## config.mk

```make
export PLATFORM = sky130hd
export DESIGN_NAME = fifo_pop_streamer_flat
export DESIGN_NICKNAME = d
export VERILOG_FILES = /design/src/rtl/fifo_pop_streamer_pkg.sv /design/src/rtl/fifo_pop_streamer_if.sv /design/src/rtl/fifo_pop_streamer_buf.sv /design/src/rtl/fifo_pop_streamer.sv /design/src/flat_wrapper.sv
export SDC_FILE = /design/constraint.sdc
export NUM_CORES = 1
export LEC_CHECK = 0
export BUFFER_PORTS_ARGS = -buffer_cell sky130_fd_sc_hd__buf_2
export CAP_MARGIN = 10
export CORE_MARGIN = 1.5
export CORE_UTILIZATION = 55
export CTS_BUF_LIST = sky130_fd_sc_hd__clkbuf_4
export DETAILED_ROUTE_END_ITERATION = 8
export PLACE_DENSITY = 0.78
export SLEW_MARGIN = 20
export SYNTH_ARGS = -nofsm -noshare
export SYNTH_HDL_FRONTEND = slang
export SYNTH_SLANG_ARGS = --single-unit
```

## constraint.sdc

```tcl
create_clock -name clk_i -period 2.3 [get_ports clk_i]
set_input_delay 0 -clock clk_i [delete_from_list [all_inputs] [get_ports clk_i]]
set_output_delay 0 -clock clk_i [all_outputs]
set_load 0.02 [all_outputs]
```

## src/rtl/fifo_pop_streamer_pkg.sv

```systemverilog
// Shared helpers for the FIFO pop streamer.
//   wrap_inc   : advance a circular-buffer index, wrapping depth-1 -> 0
//   has_credit : true while the words held plus the word in flight still fit the buffer
package fifo_pop_streamer_pkg;

  function automatic int unsigned wrap_inc(input int unsigned idx, input int unsigned depth);
    return (idx == depth - 1) ? 32'd0 : idx + 32'd1;
  endfunction

  function automatic logic has_credit(input int unsigned held, input int unsigned depth);
    return held < depth;
  endfunction

endpackage

```

## src/rtl/fifo_pop_streamer_if.sv

```systemverilog
// Bundle of the streamer's two handshakes: the read side of async_fifo and the
// outgoing valid/ready stream.
//   fifo_empty / fifo_pop / fifo_data : FIFO read port (data registered, valid the cycle after pop)
//   valid / ready / data              : output stream
// master = the streamer, slave = the FIFO plus the stream consumer.
interface fifo_pop_streamer_if #(
  parameter int DW = 8
);
  logic          fifo_empty;
  logic          fifo_pop;
  logic [DW-1:0] fifo_data;
  logic          valid;
  logic          ready;
  logic [DW-1:0] data;

  modport master (
    input  fifo_empty, fifo_data, ready,
    output fifo_pop, valid, data
  );

  modport slave (
    output fifo_empty, fifo_data, ready,
    input  fifo_pop, valid, data
  );
endinterface

```

## src/rtl/fifo_pop_streamer_buf.sv

```systemverilog
// fifo_prefetch_buf: BUF_DEPTH x DW circular buffer with write/read indices and
// an occupancy count.
//   clk_i, rst_ni : clock, async active-low reset
//   clr_i         : drop all contents (indices and count to 0)
//   wr_en_i       : write wr_data_i at the write index
//   rd_en_i       : retire the head word
//   rd_data_o     : head word (storage at the read index)
//   count_o       : words held
module fifo_prefetch_buf
  import fifo_pop_streamer_pkg::*;
#(
  parameter int DW        = 8,
  parameter int BUF_DEPTH = 3,
  parameter int CNT_W     = $clog2(BUF_DEPTH + 1)
) (
  input  logic             clk_i,
  input  logic             rst_ni,
  input  logic             clr_i,
  input  logic             wr_en_i,
  input  logic [DW-1:0]    wr_data_i,
  input  logic             rd_en_i,
  output logic [DW-1:0]    rd_data_o,
  output logic [CNT_W-1:0] count_o
);
  localparam int IDX_W = (BUF_DEPTH > 1) ? $clog2(BUF_DEPTH) : 1;

  logic [DW-1:0]    mem_q [BUF_DEPTH];
  logic [IDX_W-1:0] wr_idx_q, wr_idx_d;
  logic [IDX_W-1:0] rd_idx_q, rd_idx_d;
  logic [CNT_W-1:0] count_q, count_d;

  always_comb begin
    wr_idx_d = wr_idx_q;
    rd_idx_d = rd_idx_q;
    count_d  = count_q;
    if (clr_i) begin
      wr_idx_d = '0;
      rd_idx_d = '0;
      count_d  = '0;
    end else begin
      if (wr_en_i) wr_idx_d = IDX_W'(wrap_inc(32'(wr_idx_q), 32'(BUF_DEPTH)));
      if (rd_en_i) rd_idx_d = IDX_W'(wrap_inc(32'(rd_idx_q), 32'(BUF_DEPTH)));
      // Simultaneous write and read leave the count unchanged.
      case ({wr_en_i, rd_en_i})
        2'b10:   count_d = count_q + CNT_W'(1);
        2'b01:   count_d = count_q - CNT_W'(1);
        default: count_d = count_q;
      endcase
    end
  end

  always_ff @(posedge clk_i or negedge rst_ni) begin
    if (!rst_ni) begin
      wr_idx_q <= '0;
      rd_idx_q <= '0;
      count_q  <= '0;
      for (int i = 0; i < BUF_DEPTH; i++) mem_q[i] <= '0;
    end else begin
      wr_idx_q <= wr_idx_d;
      rd_idx_q <= rd_idx_d;
      count_q  <= count_d;
      if (wr_en_i && !clr_i) mem_q[wr_idx_q] <= wr_data_i;
    end
  end

  assign rd_data_o = mem_q[rd_idx_q];
  assign count_o   = count_q;

endmodule

```

## src/rtl/fifo_pop_streamer.sv

```systemverilog
// fifo_pop_streamer: reader end of async_fifo. Pops the FIFO, absorbs its
// registered read data one cycle later into a small prefetch buffer and
// re-presents the words as a valid/ready stream at up to one word per cycle.
//   clk_i, rst_ni : FIFO read clock and its async active-low reset
//   flush_i       : discard buffered and in-flight words (FIFO itself untouched)
//   bus           : FIFO read port + output stream (master modport)
//   count_o       : words held in the buffer, excluding the one in flight
module fifo_pop_streamer
  import fifo_pop_streamer_pkg::*;
#(
  parameter int DW        = 8,
  parameter int BUF_DEPTH = 3,
  parameter int CNT_W     = $clog2(BUF_DEPTH + 1)
) (
  input  logic                  clk_i,
  input  logic                  rst_ni,
  input  logic                  flush_i,
  fifo_pop_streamer_if.master   bus,
  output logic [CNT_W-1:0]      count_o
);
  logic             inflight_q;
  logic             inflight_d;
  logic             pop;
  logic             valid;
  logic             fire;
  logic             capture;
  logic [DW-1:0]    head;
  logic [CNT_W-1:0] count;

  // A pop is only issued when the word it produces is guaranteed a slot, so
  // the in-flight word counts against the buffer. ready has no path here.
  // rst_ni gating keeps the pop request low while the block sits in reset.
  assign pop = rst_ni && !bus.fifo_empty && !flush_i &&
               has_credit(32'(count) + 32'(inflight_q), 32'(BUF_DEPTH));

  assign inflight_d = pop;
  assign capture    = inflight_q && !flush_i;
  assign valid      = (count != '0) && !flush_i;
  assign fire       = valid && bus.ready;

  always_ff @(posedge clk_i or negedge rst_ni) begin
    if (!rst_ni) inflight_q <= 1'b0;
    else         inflight_q <= inflight_d;
  end

  fifo_prefetch_buf #(
    .DW        (DW),
    .BUF_DEPTH (BUF_DEPTH),
    .CNT_W     (CNT_W)
  ) u_buf (
    .clk_i     (clk_i),
    .rst_ni    (rst_ni),
    .clr_i     (flush_i),
    .wr_en_i   (capture),
    .wr_data_i (bus.fifo_data),
    .rd_en_i   (fire),
    .rd_data_o (head),
    .count_o   (count)
  );

  assign bus.fifo_pop = pop;
  assign bus.valid    = valid;
  assign bus.data     = head;
  assign count_o      = count;

endmodule

```

## src/flat_wrapper.sv

```systemverilog
// flat-port wrapper written by rule: the top's interface ports become plain ports
module fifo_pop_streamer_flat import fifo_pop_streamer_pkg::*;
#(
  parameter int DW        = 8,
  parameter int BUF_DEPTH = 3,
  parameter int CNT_W     = $clog2(BUF_DEPTH + 1)
)
  (clk_i, rst_ni, flush_i, count_o, bus_fifo_empty, bus_fifo_data, bus_ready, bus_fifo_pop, bus_valid, bus_data);
  fifo_pop_streamer_if #(.DW(DW)) bus_i ();
  input  logic clk_i;
  input  logic rst_ni;
  input  logic flush_i;
  output logic [CNT_W-1:0] count_o;
  input wire logic [$bits(bus_i.fifo_empty)-1:0] bus_fifo_empty;
  input wire logic [$bits(bus_i.fifo_data)-1:0] bus_fifo_data;
  input wire logic [$bits(bus_i.ready)-1:0] bus_ready;
  output wire logic [$bits(bus_i.fifo_pop)-1:0] bus_fifo_pop;
  output wire logic [$bits(bus_i.valid)-1:0] bus_valid;
  output wire logic [$bits(bus_i.data)-1:0] bus_data;
  assign bus_i.fifo_empty = bus_fifo_empty;
  assign bus_i.fifo_data = bus_fifo_data;
  assign bus_i.ready = bus_ready;
  assign bus_fifo_pop = bus_i.fifo_pop;
  assign bus_valid = bus_i.valid;
  assign bus_data = bus_i.data;
  fifo_pop_streamer #(.DW(DW), .BUF_DEPTH(BUF_DEPTH), .CNT_W(CNT_W)) u_core (.clk_i(clk_i), .rst_ni(rst_ni), .flush_i(flush_i), .bus(bus_i), .count_o(count_o));
endmodule
```

[After elaboration in Yosys (flattened, before gate mapping)]
Index checks and enable logic that the tools add are counted.
Cells by class
  add/sub/neg operators: 5
  magnitude comparators: 4
  equality and inequality tests: 4
  multiplexer cells: 14
  bitwise logic cells: 2
  reduce and logical (&&, ||, !) cells: 14
Operators with widths (number)
  32-bit by 2-bit less-than comparator with 1-bit output, second input constant: 1
  24-bit bitwise mux: 1
  8-bit two-way mux: 3
  8-bit binary-select mux with 2-bit select: 1
  8-bit demux with 2-bit select: 1
  2-bit two-way mux: 7
  1-bit logical AND: 8
  2-bit by 1-bit adder with 2-bit output, second input constant: 3
  2-bit equality test, second input constant: 3
  3-bit >= comparator, second input constant: 2
  2-bit NOT with 3-bit output: 2
  2-bit nonzero test: 3
  2-bit one-hot mux with 2 select lines: 1
  2-bit by 1-bit adder with 3-bit output: 1
  3-bit by 1-bit less-than comparator with 1-bit output, second input constant: 1
  3-bit nonzero test: 1
  2-bit by 1-bit equality test with 1-bit output, second input constant: 1
  1-bit logical NOT: 2
  2-bit by 1-bit subtractor with 2-bit output, second input constant: 1
Storage, ports and cells
  register bits after elaboration: 31
  output and inout bits: 12
  word-level logic and storage cells: 50

[Depth between registers and ports, before layout]
Gate-level depths: netlist of run 1.
  depth after elaboration: 6
  gate-level depth with buffers: 4
  gate-level depth less buffers: 4

[Cells and area by module]
A second synthesis of run 1 with hierarchy kept.
Second synthesis, totals
  cells, all modules: 115
  area, all modules: 1476.4 um^2
Modules (own cells, without submodules)
  fifo_prefetch_buf: instances 1, cells an instance 106, area an instance 1387.6 um^2, seq. area each 750.7 um^2
  fifo_pop_streamer: instances 1, cells an instance 9, area an instance 88.8 um^2, seq. area each 25.0 um^2

[Least setup slack after synthesis of run 1]
Ideal clock, no wire load.
  kind: reg-to-reg
  start: reg u_core.u_buf.count_q[0], in the netlist u_core.u_buf.count_o[0]
  end: reg u_core.inflight_q
  arrival time: 1.852 ns
  required time: 2.132 ns
  setup slack: 0.280 ns
  cell stages (with the launch flop): 5
  buffers on the path: 0
  clock period less this slack: 2.020 ns
  path through: dfrtp_1 -> ha_1 -> ha_1 -> or4b_2 -> a21oi_1
On the way
  word-level cells in the longest chain between the ends: 3
RTL lines
  from (decl): line fifo_pop_streamer_buf.sv:30  | logic [CNT_W-1:0] count_q, count_d;
  from (signal assigned): line fifo_pop_streamer_buf.sv:61  | count_q <= count_d;
  2-bit by 1-bit adder with 3-bit output: line fifo_pop_streamer.sv:34  | has_credit(32'(count) + 32'(inflight_q), 32'(BUF_DEPTH));
  32-bit by 2-bit less-than comparator with 1-bit output: line fifo_pop_streamer_pkg.sv:11  | return held < depth;
  1-bit logical AND: line fifo_pop_streamer.sv:33  | assign pop = rst_ni && !bus.fifo_empty && !flush_i &&
  named net bus_fifo_pop: line flat_wrapper.sv:17  | output wire logic [$bits(bus_i.fifo_pop)-1:0] bus_fifo_pop;
  to (signal assigned): line fifo_pop_streamer.sv:43  | else inflight_q <= inflight_d;
  to (decl): line fifo_pop_streamer.sv:21  | logic inflight_q;
The timed path passes the listed nets, and every way through them passes these cells.
A chain may end at the register's enable or synchronous reset.

[Final worst setup path of run 1]
  start: reg u_core.inflight_q
  end: out bus_fifo_pop
On the way
  word-level cells in the longest chain between the ends: 3
RTL lines (line)
  2-bit by 1-bit adder with 3-bit output: fifo_pop_streamer.sv:34
  32-bit by 2-bit less-than comparator with 1-bit output: fifo_pop_streamer_pkg.sv:11
  1-bit logical AND: fifo_pop_streamer.sv:33
  to (decl): flat_wrapper.sv:17
Every way passes these cells.

==> results_tabular.tex, run 1 <==
\begin{tabular}{lr}
\hline
Metric & Value \\
\hline
\multicolumn{2}{l}{\textbf{Status}} \\
Outcome & finished, final reports clean \\
\multicolumn{2}{l}{\textbf{Final layout}} \\
Number of nets in the finished design & around 170 \\
Final antenna diode count & 0 \\
Area Growth Syn to Fin & 21.0\% \\
Fraction of final layout cells with drive strength greater than 1 & 39.5\% \\
\multicolumn{2}{l}{\textbf{STA}} \\
Minimum period implied by the final worst setup slack & 2.17 ns \\
Hold violation count in the final report & 0 \\
Number of pins exceeding their max-slew limit in the final report & 0 \\
Headroom to the max-slew limit & around 60\% \\
Count of final setup violators & 0 \\
Setup repair after global routing missed its margin & false \\
Summed negative setup slack over all endpoints & 0 ns \\
Portion of the clock cycle consumed by the worst path in the final layout & between 90\% and 100\% \\
Max Clock Freq & 460 MHz \\
Setup skew after layout & roughly 0.0034 ns \\
Transition time at the pin with the least slew margin & 0.595 ns \\
\multicolumn{2}{l}{\textbf{Setup path}} \\
Required time at the worst-slack endpoint & between 2 and 2.5 ns \\
Slowest CP cell & sky130\_fd\_sc\_hd\_\_or4b\_2 \\
Worst endpoint data arrival time & between 2 and 2.5 ns \\
Critical-path cell list & ha\_1 > ha\_1 > or4b\_2 > a21oi\_1 > buf\_2 \\
Setup crit end kind & output pin \\
Worst Path Max Fanout & 8 \\
Cell mode on critical path & sky130\_fd\_sc\_hd\_\_ha\_1 \\
Startpoint-to-endpoint class of the critical path & reg2out \\
Maximum single-stage delay on the critical path & between 0.6 and 0.7 ns \\
Crit path launch type & register \\
\multicolumn{2}{l}{\textbf{Synthesis}} \\
Synth Area in Adders & 1.70\% \\
XOR/XNOR share of the synthesized area & 0\% \\
Yosys warnings & 0 \\
Most common library cells after synthesis & 31 x sky130\_fd\_sc\_hd\_\_dfrtp\_1, 24 x sky130\_fd\_sc\_hd\_\_mux2\_2, 10 x sky130\_fd\_sc\_hd\_\_nand2\_1, 10 x sky130\_fd\_sc\_hd\_\_o21ai\_0, 9 x sky130\_fd\_sc\_hd\_\_mux2i\_1 \\
Post-synth top area share & a little over half \\
Most frequently used flop master after synthesis & sky130\_fd\_sc\_hd\_\_dfrtp\_1 \\
Cell type contributing the most total cell area after synthesis & sky130\_fd\_sc\_hd\_\_dfrtp\_1 \\
Number of distinct library cells after synthesis & 25 \\
Average footprint of a synthesized cell & between 10 and 15 sq um \\
Cell with the most instances after synthesis & sky130\_fd\_sc\_hd\_\_dfrtp\_1 \\
Synthesized area & around 0.0015 sq mm \\
Part of the Yosys area used for sequential elements & approximately 53\% \\
Number of flops mapped to enable cells by yosys & 0 \\
Net Count, Synth & 132 \\
Synthesized-area fraction occupied by and/or/nand/nor cells & approximately 14\% \\
Multiplexer share of the synthesized area & 24.5\% \\
Post-Syn Instances & approximately 120 \\
Fraction of the mapped netlist area in compound gates & under 10\% \\
Dominant combinational cell family by area after synthesis & multiplexers \\
Register bit count reported by yosys & 31 \\
Top cells by area, synth & sky130\_fd\_sc\_hd\_\_dfrtp\_1 53\%, sky130\_fd\_sc\_hd\_\_mux2\_2 18\%, sky130\_fd\_sc\_hd\_\_mux2i\_1 6.1\% \\
Async set or reset register ratio after synthesis & 100\% \\
\multicolumn{2}{l}{\textbf{Floorplan}} \\
X dimension of the die & roughly 55 um \\
Core Area & between 0.002 and 0.0025 sq mm \\
Initial standard-cell utilization of the core & approximately three fifths \\
Vert. Die Dim & approximately 55 um \\
Site row count & 18 \\
Full die area & between 0.002 and 0.003 sq mm \\
Number of placed I/O pins & 25 \\
\multicolumn{2}{l}{\textbf{Power}} \\
Net switching power & roughly 340 uW \\
Sw Ratio & 28.3\% \\
Flop pwr share & 54.4\% \\
Share of power burned in combinational logic & about 20\% \\
Total design power & about 1.2 mW \\
Cell-internal power & between 800 and 900 uW \\
Total power density per cell area & around 670 mW/mm\^{}2 \\
Clock power frac & approximately 25\% \\
IR drop worst, VDD & approximately 0.00050 V \\
Lkg Pwr & about 0.82 nW \\
\multicolumn{2}{l}{\textbf{Flow run}} \\
Max-capacitance violation count & 0 \\
\multicolumn{2}{l}{\textbf{Global route}} \\
First-pass GRT wire length & $\sim$4200 um \\
Largest net degree at the start of global routing & 32 \\
Overall track demand over capacity in global routing & approximately a fifth \\
Number of global-route vias before repair & roughly 960 \\
Global route overflow & 0 \\
Antenna violations before repair & 0 \\
\multicolumn{2}{l}{\textbf{Drt}} \\
Mean number of vias per cell & 5.45 \\
Total via count after detailed routing & 1019 \\
DRT Pass-1 Iters & 4 \\
Detailed-route wire length & 2680 um \\
Initial DRC Count & 14 \\
Residual antenna-violating net count after detailed routing & 0 \\
WL per Instance & 14.3 um \\
Number of remaining DRC errors & 0 \\
\multicolumn{2}{l}{\textbf{Clock tree}} \\
Number of levels in the clock H-tree & 2 \\
Master cell of the clock root buffer & sky130\_fd\_sc\_hd\_\_clkbuf\_4 \\
Number of clock sinks & 31 \\
Clk buf depth & 2 \\
Clock slew seen by the registers of the worst setup and hold paths & 0.09 ns \\
CTS tree & done \\
TritonCTS buffer count & 5 \\
Clk\_lat worst skew & about 0.32 ns \\
\multicolumn{2}{l}{\textbf{Placement}} \\
Final estimated routing congestion in global placement & approximately 0.66 \\
Hpwl dp & roughly 1800 um \\
Count of buffers inserted at the top-level ports & 24 \\
\multicolumn{2}{l}{\textbf{Hold path}} \\
Hold Path Class & in2reg \\
\hline
\end{tabular}
[power groups by stage]
stage               clock network [mW]  logic [mW]  registers, mW
finish                           0.302       0.239          0.647
global route                     0.335       0.265          0.655
CTS                              0.313       0.243          0.647
detailed placement                   0       0.228          0.658
global placement                     0       0.223          0.652
floorplan                            0       0.157          0.646
[layer usage]
layer / vias to the layer above / track usage [%] / share of wire [%]
li1: 500 / - / -
met1: 497 / 23.8 / 46
met2: 17 / 35.7 / 49
met3: 5 / 4.92 / 3.9
met4: 0 / 13.8 / 1.7
met5: - / 0 / 0
[critical path, delay by kind of cell, from the launching register on]
family	cells	cell delay (ns)
and+or+nand+nor	1	0.62
adders and majority gates	2	0.38
buffers and inverters	1	0.19
AOI/OAI and AO/OA	1	0.18
DFF	1	0.48
[cell families after synthesis]
family	after synthesis
multiplexers	33
buffers and inverters	4
AO/OA/AOI/OAI	16
AND/OR/NAND/NOR	31
adder cells (fa/ha/maj)	2
flip-flops	31
[cell type report]
class	count	area, sq um
clock inverters	2	7.51
well taps	30	37.5
multi-input cells	82	674
fillers	189	721
clock buffers	6	45.0
repair buffers	36	238
flip-flops and latches	31	777
[layout by cell type (no fill, tap or decap), types with 5 or more instances in the layout]
master,instances
sky130_fd_sc_hd__nand2_1,10
sky130_fd_sc_hd__buf_2,24
sky130_fd_sc_hd__a21oi_1,5
sky130_fd_sc_hd__mux2i_1,9
sky130_fd_sc_hd__dlygate4sd3_1,11
sky130_fd_sc_hd__mux2_2,24
sky130_fd_sc_hd__clkbuf_4,6
sky130_fd_sc_hd__o21ai_0,10
sky130_fd_sc_hd__nor2_1,6
sky130_fd_sc_hd__dfrtp_1,30
[registers in the layout, summed over array words and instances, names as in the netlist]
signal / flops
u_core.inflight_q: 1
u_core.u_buf.count_o: 2
u_core.u_buf.mem_q: 24
u_core.u_buf.rd_idx_q: 2
u_core.u_buf.wr_idx_q: 2
[stage by stage]
stage	hold WS, ns	instance area, sq um	instances	setup slack, ns	utilization [%]
4_1_cts	0.0282	1780	187	0.0635	71.1
2_1_floorplan	-0.296	1470	117	0.280	-
6_report	0.0380	1780	187	0.126	71.2
3_3_place_gp	0.0422	1620	168	0.522	64.6
5_1_grt	0.0319	1780	187	0.0272	71.2
3_5_place_dp	0.0478	1620	168	0.447	64.6
[final timing paths]
path	start	end	slack, ns	cells after the start
worst min register to register	u_core.u_buf.mem_q[0]	u_core.u_buf.mem_q[0]	0.51	1
worst max-delay path	u_core.inflight_q	bus_fifo_pop	0.13	5
worst min-delay path	bus_ready	u_core.u_buf.count_o[1]	0.04	4
worst max register to register	u_core.inflight_q	u_core.inflight_q	0.56	4
max in group asynchronous	rst_ni	u_core.inflight_q	1.78	3
min in group asynchronous	rst_ni	u_core.u_buf.rd_idx_q[0]	0.22	3
[repair_timing]
action	4_1_cts	5_1_grt
buffers inserted	0	0
resized for setup	0	1
hold buffers	11	0
setup endpoints to repair	0	1
endpoints found under the hold margin	61	0
(Power assumes the default switching activity.)
==> run 2, diff against run 1 <==
CORE_ASPECT_RATIO = 1.25   (was not set)
SYNTH_HIERARCHICAL = 1   (was not set)
==> results_tabular.tex, run 2 <==
\begin{tabular}{lr}
\hline
Metric & Value \\
\hline
\multicolumn{2}{l}{\textbf{Synthesis}} \\
Number of flops mapped to enable cells by yosys & 0 \\
Post-synth top area share & between 50\% and 60\% \\
Multiplexer share of the synthesized area & roughly a quarter \\
XOR/XNOR share of the synthesized area & under 10\% \\
Cell with the most instances after synthesis & sky130\_fd\_sc\_hd\_\_dfrtp\_1 \\
Cell type contributing the most total cell area after synthesis & sky130\_fd\_sc\_hd\_\_dfrtp\_1 \\
Fraction of the mapped netlist area in compound gates & under 10\% \\
Synth Area in Adders & 1.69\% \\
Synthesized area & approximately 0.0015 sq mm \\
Async set or reset register ratio after synthesis & between 90\% and 100\% \\
Top cells by area, synth & sky130\_fd\_sc\_hd\_\_dfrtp\_1 53\%, sky130\_fd\_sc\_hd\_\_mux2\_2 18\%, sky130\_fd\_sc\_hd\_\_mux2i\_1 6.8\% \\
Post-Syn Instances & 115 \\
Part of the Yosys area used for sequential elements & about 53\% \\
Average footprint of a synthesized cell & 12.8 sq um \\
Most frequently used flop master after synthesis & sky130\_fd\_sc\_hd\_\_dfrtp\_1 \\
Net Count, Synth & between 100 and 150 \\
Most common library cells after synthesis & 31 x sky130\_fd\_sc\_hd\_\_dfrtp\_1, 24 x sky130\_fd\_sc\_hd\_\_mux2\_2, 10 x sky130\_fd\_sc\_hd\_\_mux2i\_1, 9 x sky130\_fd\_sc\_hd\_\_nand2\_1 \\
Register bit count reported by yosys & 31 \\
Synthesized-area fraction occupied by and/or/nand/nor cells & approximately 14\% \\
Number of distinct library cells after synthesis & 25 \\
Dominant combinational cell family by area after synthesis & multiplexers \\
Yosys warnings & 6 \\
\multicolumn{2}{l}{\textbf{Setup path}} \\
Crit path launch type & register \\
Startpoint-to-endpoint class of the critical path & reg2out \\
Worst endpoint data arrival time & $\sim$2.0 ns \\
Setup crit end kind & output pin \\
Required time at the worst-slack endpoint & 2.30 ns \\
Worst Path Max Fanout & 6 \\
\multicolumn{2}{l}{\textbf{Floorplan}} \\
Core Area & approximately 0.0025 sq mm \\
Vert. Die Dim & around 61 um \\
X dimension of the die & between 40 and 50 um \\
Site row count & 20 \\
Full die area & between 0.003 and 0.004 sq mm \\
Initial standard-cell utilization of the core & a little under 60\% \\
Number of placed I/O pins & 25 \\
\multicolumn{2}{l}{\textbf{STA}} \\
Final Worst Setup Slack & roughly 0.29 ns \\
Count of final setup violators & 0 \\
Setup repair after global routing missed its margin & false \\
Headroom to the max-slew limit & about 60\% \\
Max Clock Freq & 496 MHz \\
Setup skew after layout & between 0.01 and 0.015 ns \\
Minimum period implied by the final worst setup slack & around 2.0 ns \\
Transition time at the pin with the least slew margin & 0.599 ns \\
Summed negative setup slack over all endpoints & 0 ns \\
Number of pins exceeding their max-slew limit in the final report & 0 \\
Portion of the clock cycle consumed by the worst path in the final layout & approximately 90\% \\
Hold violation count in the final report & 0 \\
\multicolumn{2}{l}{\textbf{Clock tree}} \\
Number of clock sinks & 31 \\
Number of levels in the clock H-tree & 2 \\
CTS tree & done \\
TritonCTS buffer count & 5 \\
Clk\_lat worst skew & about 0.34 ns \\
CTS Hold Bufs & 11 \\
Master cell of the clock root buffer & sky130\_fd\_sc\_hd\_\_clkbuf\_4 \\
Post\_cts resized & 0 \\
Post-CTS setup buffers & 0 \\
Clock slew seen by the registers of the worst setup and hold paths & 0.10 ns \\
Clk buf depth & 2 \\
\multicolumn{2}{l}{\textbf{Power}} \\
Cell-internal power & slightly above 800 uW \\
Total design power & approximately 1.1 mW \\
Net switching power & about 340 uW \\
IR drop worst, VDD & around 0.00055 V \\
Sw Ratio & roughly 30\% \\
Total power density per cell area & 637 mW/mm\^{}2 \\
Flop pwr share & a little over half \\
Share of power burned in combinational logic & 20.7\% \\
Lkg Pwr & 0.847 nW \\
Clock power frac & between 20\% and 30\% \\
\multicolumn{2}{l}{\textbf{Global route}} \\
Largest net degree at the start of global routing & 32 \\
Overall track demand over capacity in global routing & 23.9\% \\
Global route overflow & 0 \\
Antenna violations before repair & 0 \\
Number of global-route vias before repair & approximately 1100 \\
First-pass GRT wire length & about 5100 um \\
\multicolumn{2}{l}{\textbf{Final layout}} \\
Area Growth Syn to Fin & 22.1\% \\
Leading cell type in the layout, fill and taps excluded & sky130\_fd\_sc\_hd\_\_dfrtp\_1 \\
Final core area utilization & slightly above 70\% \\
Final antenna diode count & 0 \\
Most frequent cells in the layout & 31 x sky130\_fd\_sc\_hd\_\_dfrtp\_1, 24 x sky130\_fd\_sc\_hd\_\_buf\_2, 24 x sky130\_fd\_sc\_hd\_\_mux2\_2 \\
Filler cell count in the final layout & 187 \\
Number of nets in the finished design & 172 \\
Fraction of final layout cells with drive strength greater than 1 & 39.5\% \\
Flip-flop count of the largest register, all copies and words added & 24 \\
Register containing the most flip-flops in the final layout & u\_core/u\_buf/mem\_q \\
\multicolumn{2}{l}{\textbf{Hold path}} \\
Hold Path Class & in2async \\
\multicolumn{2}{l}{\textbf{Drt}} \\
Number of remaining DRC errors & 0 \\
DRT Pass-1 Iters & 4 \\
Total via count after detailed routing & around 1000 \\
WL per Instance & between 15 and 20 um \\
Mean number of vias per cell & 5.38 \\
Met2 WL post-DR & $\sim$1600 um \\
Detailed-routed wire length on met3 & roughly 120 um \\
Wire length on met1 & between 1000 and 1500 um \\
Initial DRC Count & 13 \\
Detailed-route wire length & 2990 um \\
Residual antenna-violating net count after detailed routing & 0 \\
Top layer reached by signal wires & met4 \\
\multicolumn{2}{l}{\textbf{Placement}} \\
Count of buffers inserted at the top-level ports & 24 \\
Hpwl dp & 1940 um \\
Post-place setup slack & around 0.62 ns \\
Final estimated routing congestion in global placement & 0.689 \\
\multicolumn{2}{l}{\textbf{Status}} \\
Outcome & finished, final reports clean \\
\multicolumn{2}{l}{\textbf{Flow run}} \\
Max-capacitance violation count & 0 \\
\hline
\end{tabular}
## run 2: power by group through the flow
stage                     combinational [mW]  clock, mW  sequential [mW]
after floorplan                        0.144          0            0.623
after global placement                 0.218          0            0.624
after detailed placement               0.226          0            0.628
after CTS                              0.241      0.304            0.618
after global routing                   0.257      0.322            0.623
final                                  0.238      0.293            0.618
## run 2: cell families (layout without fill, tap and decap cells)
logic type	Yosys count	count (layout)
compound gates	11	11
xor+xnor	2	2
buf+inv	3	45
simple gates	31	31
flops	31	31
fa+ha+maj	2	2
mux	35	35
## run 2: worst paths after layout
| path | start | to | slack [ns] | cells past startpoint |
|---|---|---|---|---|
| setup / recovery | u_core/u_buf/count_o[0] | bus_fifo_pop | 0.29 | 5 |
| hold / removal | rst_ni | u_core/u_buf/mem_q[14] | 0.21 | 3 |
| setup reg to reg | u_core/inflight_q | u_core/u_buf/mem_q[6] | 0.63 | 4 |
| hold reg to reg | u_core/u_buf/mem_q[13] | u_core/u_buf/mem_q[13] | 0.50 | 1 |
| max in group asynchronous | rst_ni | u_core/u_buf/mem_q[19] | 1.80 | 3 |
| min in group clk_i | bus_ready | u_core/u_buf/rd_idx_q[0] | 0.26 | 5 |
## run 2: area by class of cell
type	count	area, sq um	share of cell area, %
multi-input cells	81	687	38.1
clock inverters	2	8.76	0.486
well taps	33	41.3	2.29
flip-flops and latches	31	776	43.0
repair buffers	38	253	14.0
clock buffers	5	37.5	2.08
## run 2: worst max-delay path, stage by stage (launching register included)
cell and delay [ns]:
sky130_fd_sc_hd__dfrtp_1 0.45, sky130_fd_sc_hd__ha_1 0.23, sky130_fd_sc_hd__ha_1 0.17, sky130_fd_sc_hd__or4b_1 0.45
sky130_fd_sc_hd__a21oi_1 0.18, sky130_fd_sc_hd__buf_2 0.20
## run 2: per-layer routing
| layer | vias up | track usage, % |
|---|---|---|
| met5 | - | 0 |
| met4 | 0 | 13.5 |
| met3 | 5 | 6.90 |
| met2 | 26 | 41.3 |
| met1 | 500 | 26.8 |
| li1 | 492 | - |
## run 2: metrics by stage
stage / instances / hold slack, ns / instance area [sq um]
6_report: 190 / 0.215 / 1800
5_1_grt: 190 / 0.256 / 1800
3_5_place_dp: 172 / 0.0475 / 1650
3_3_place_gp: 172 / 0.0466 / 1650
2_1_floorplan: 115 / -0.296 / 1480
4_1_cts: 190 / 0.216 / 1800
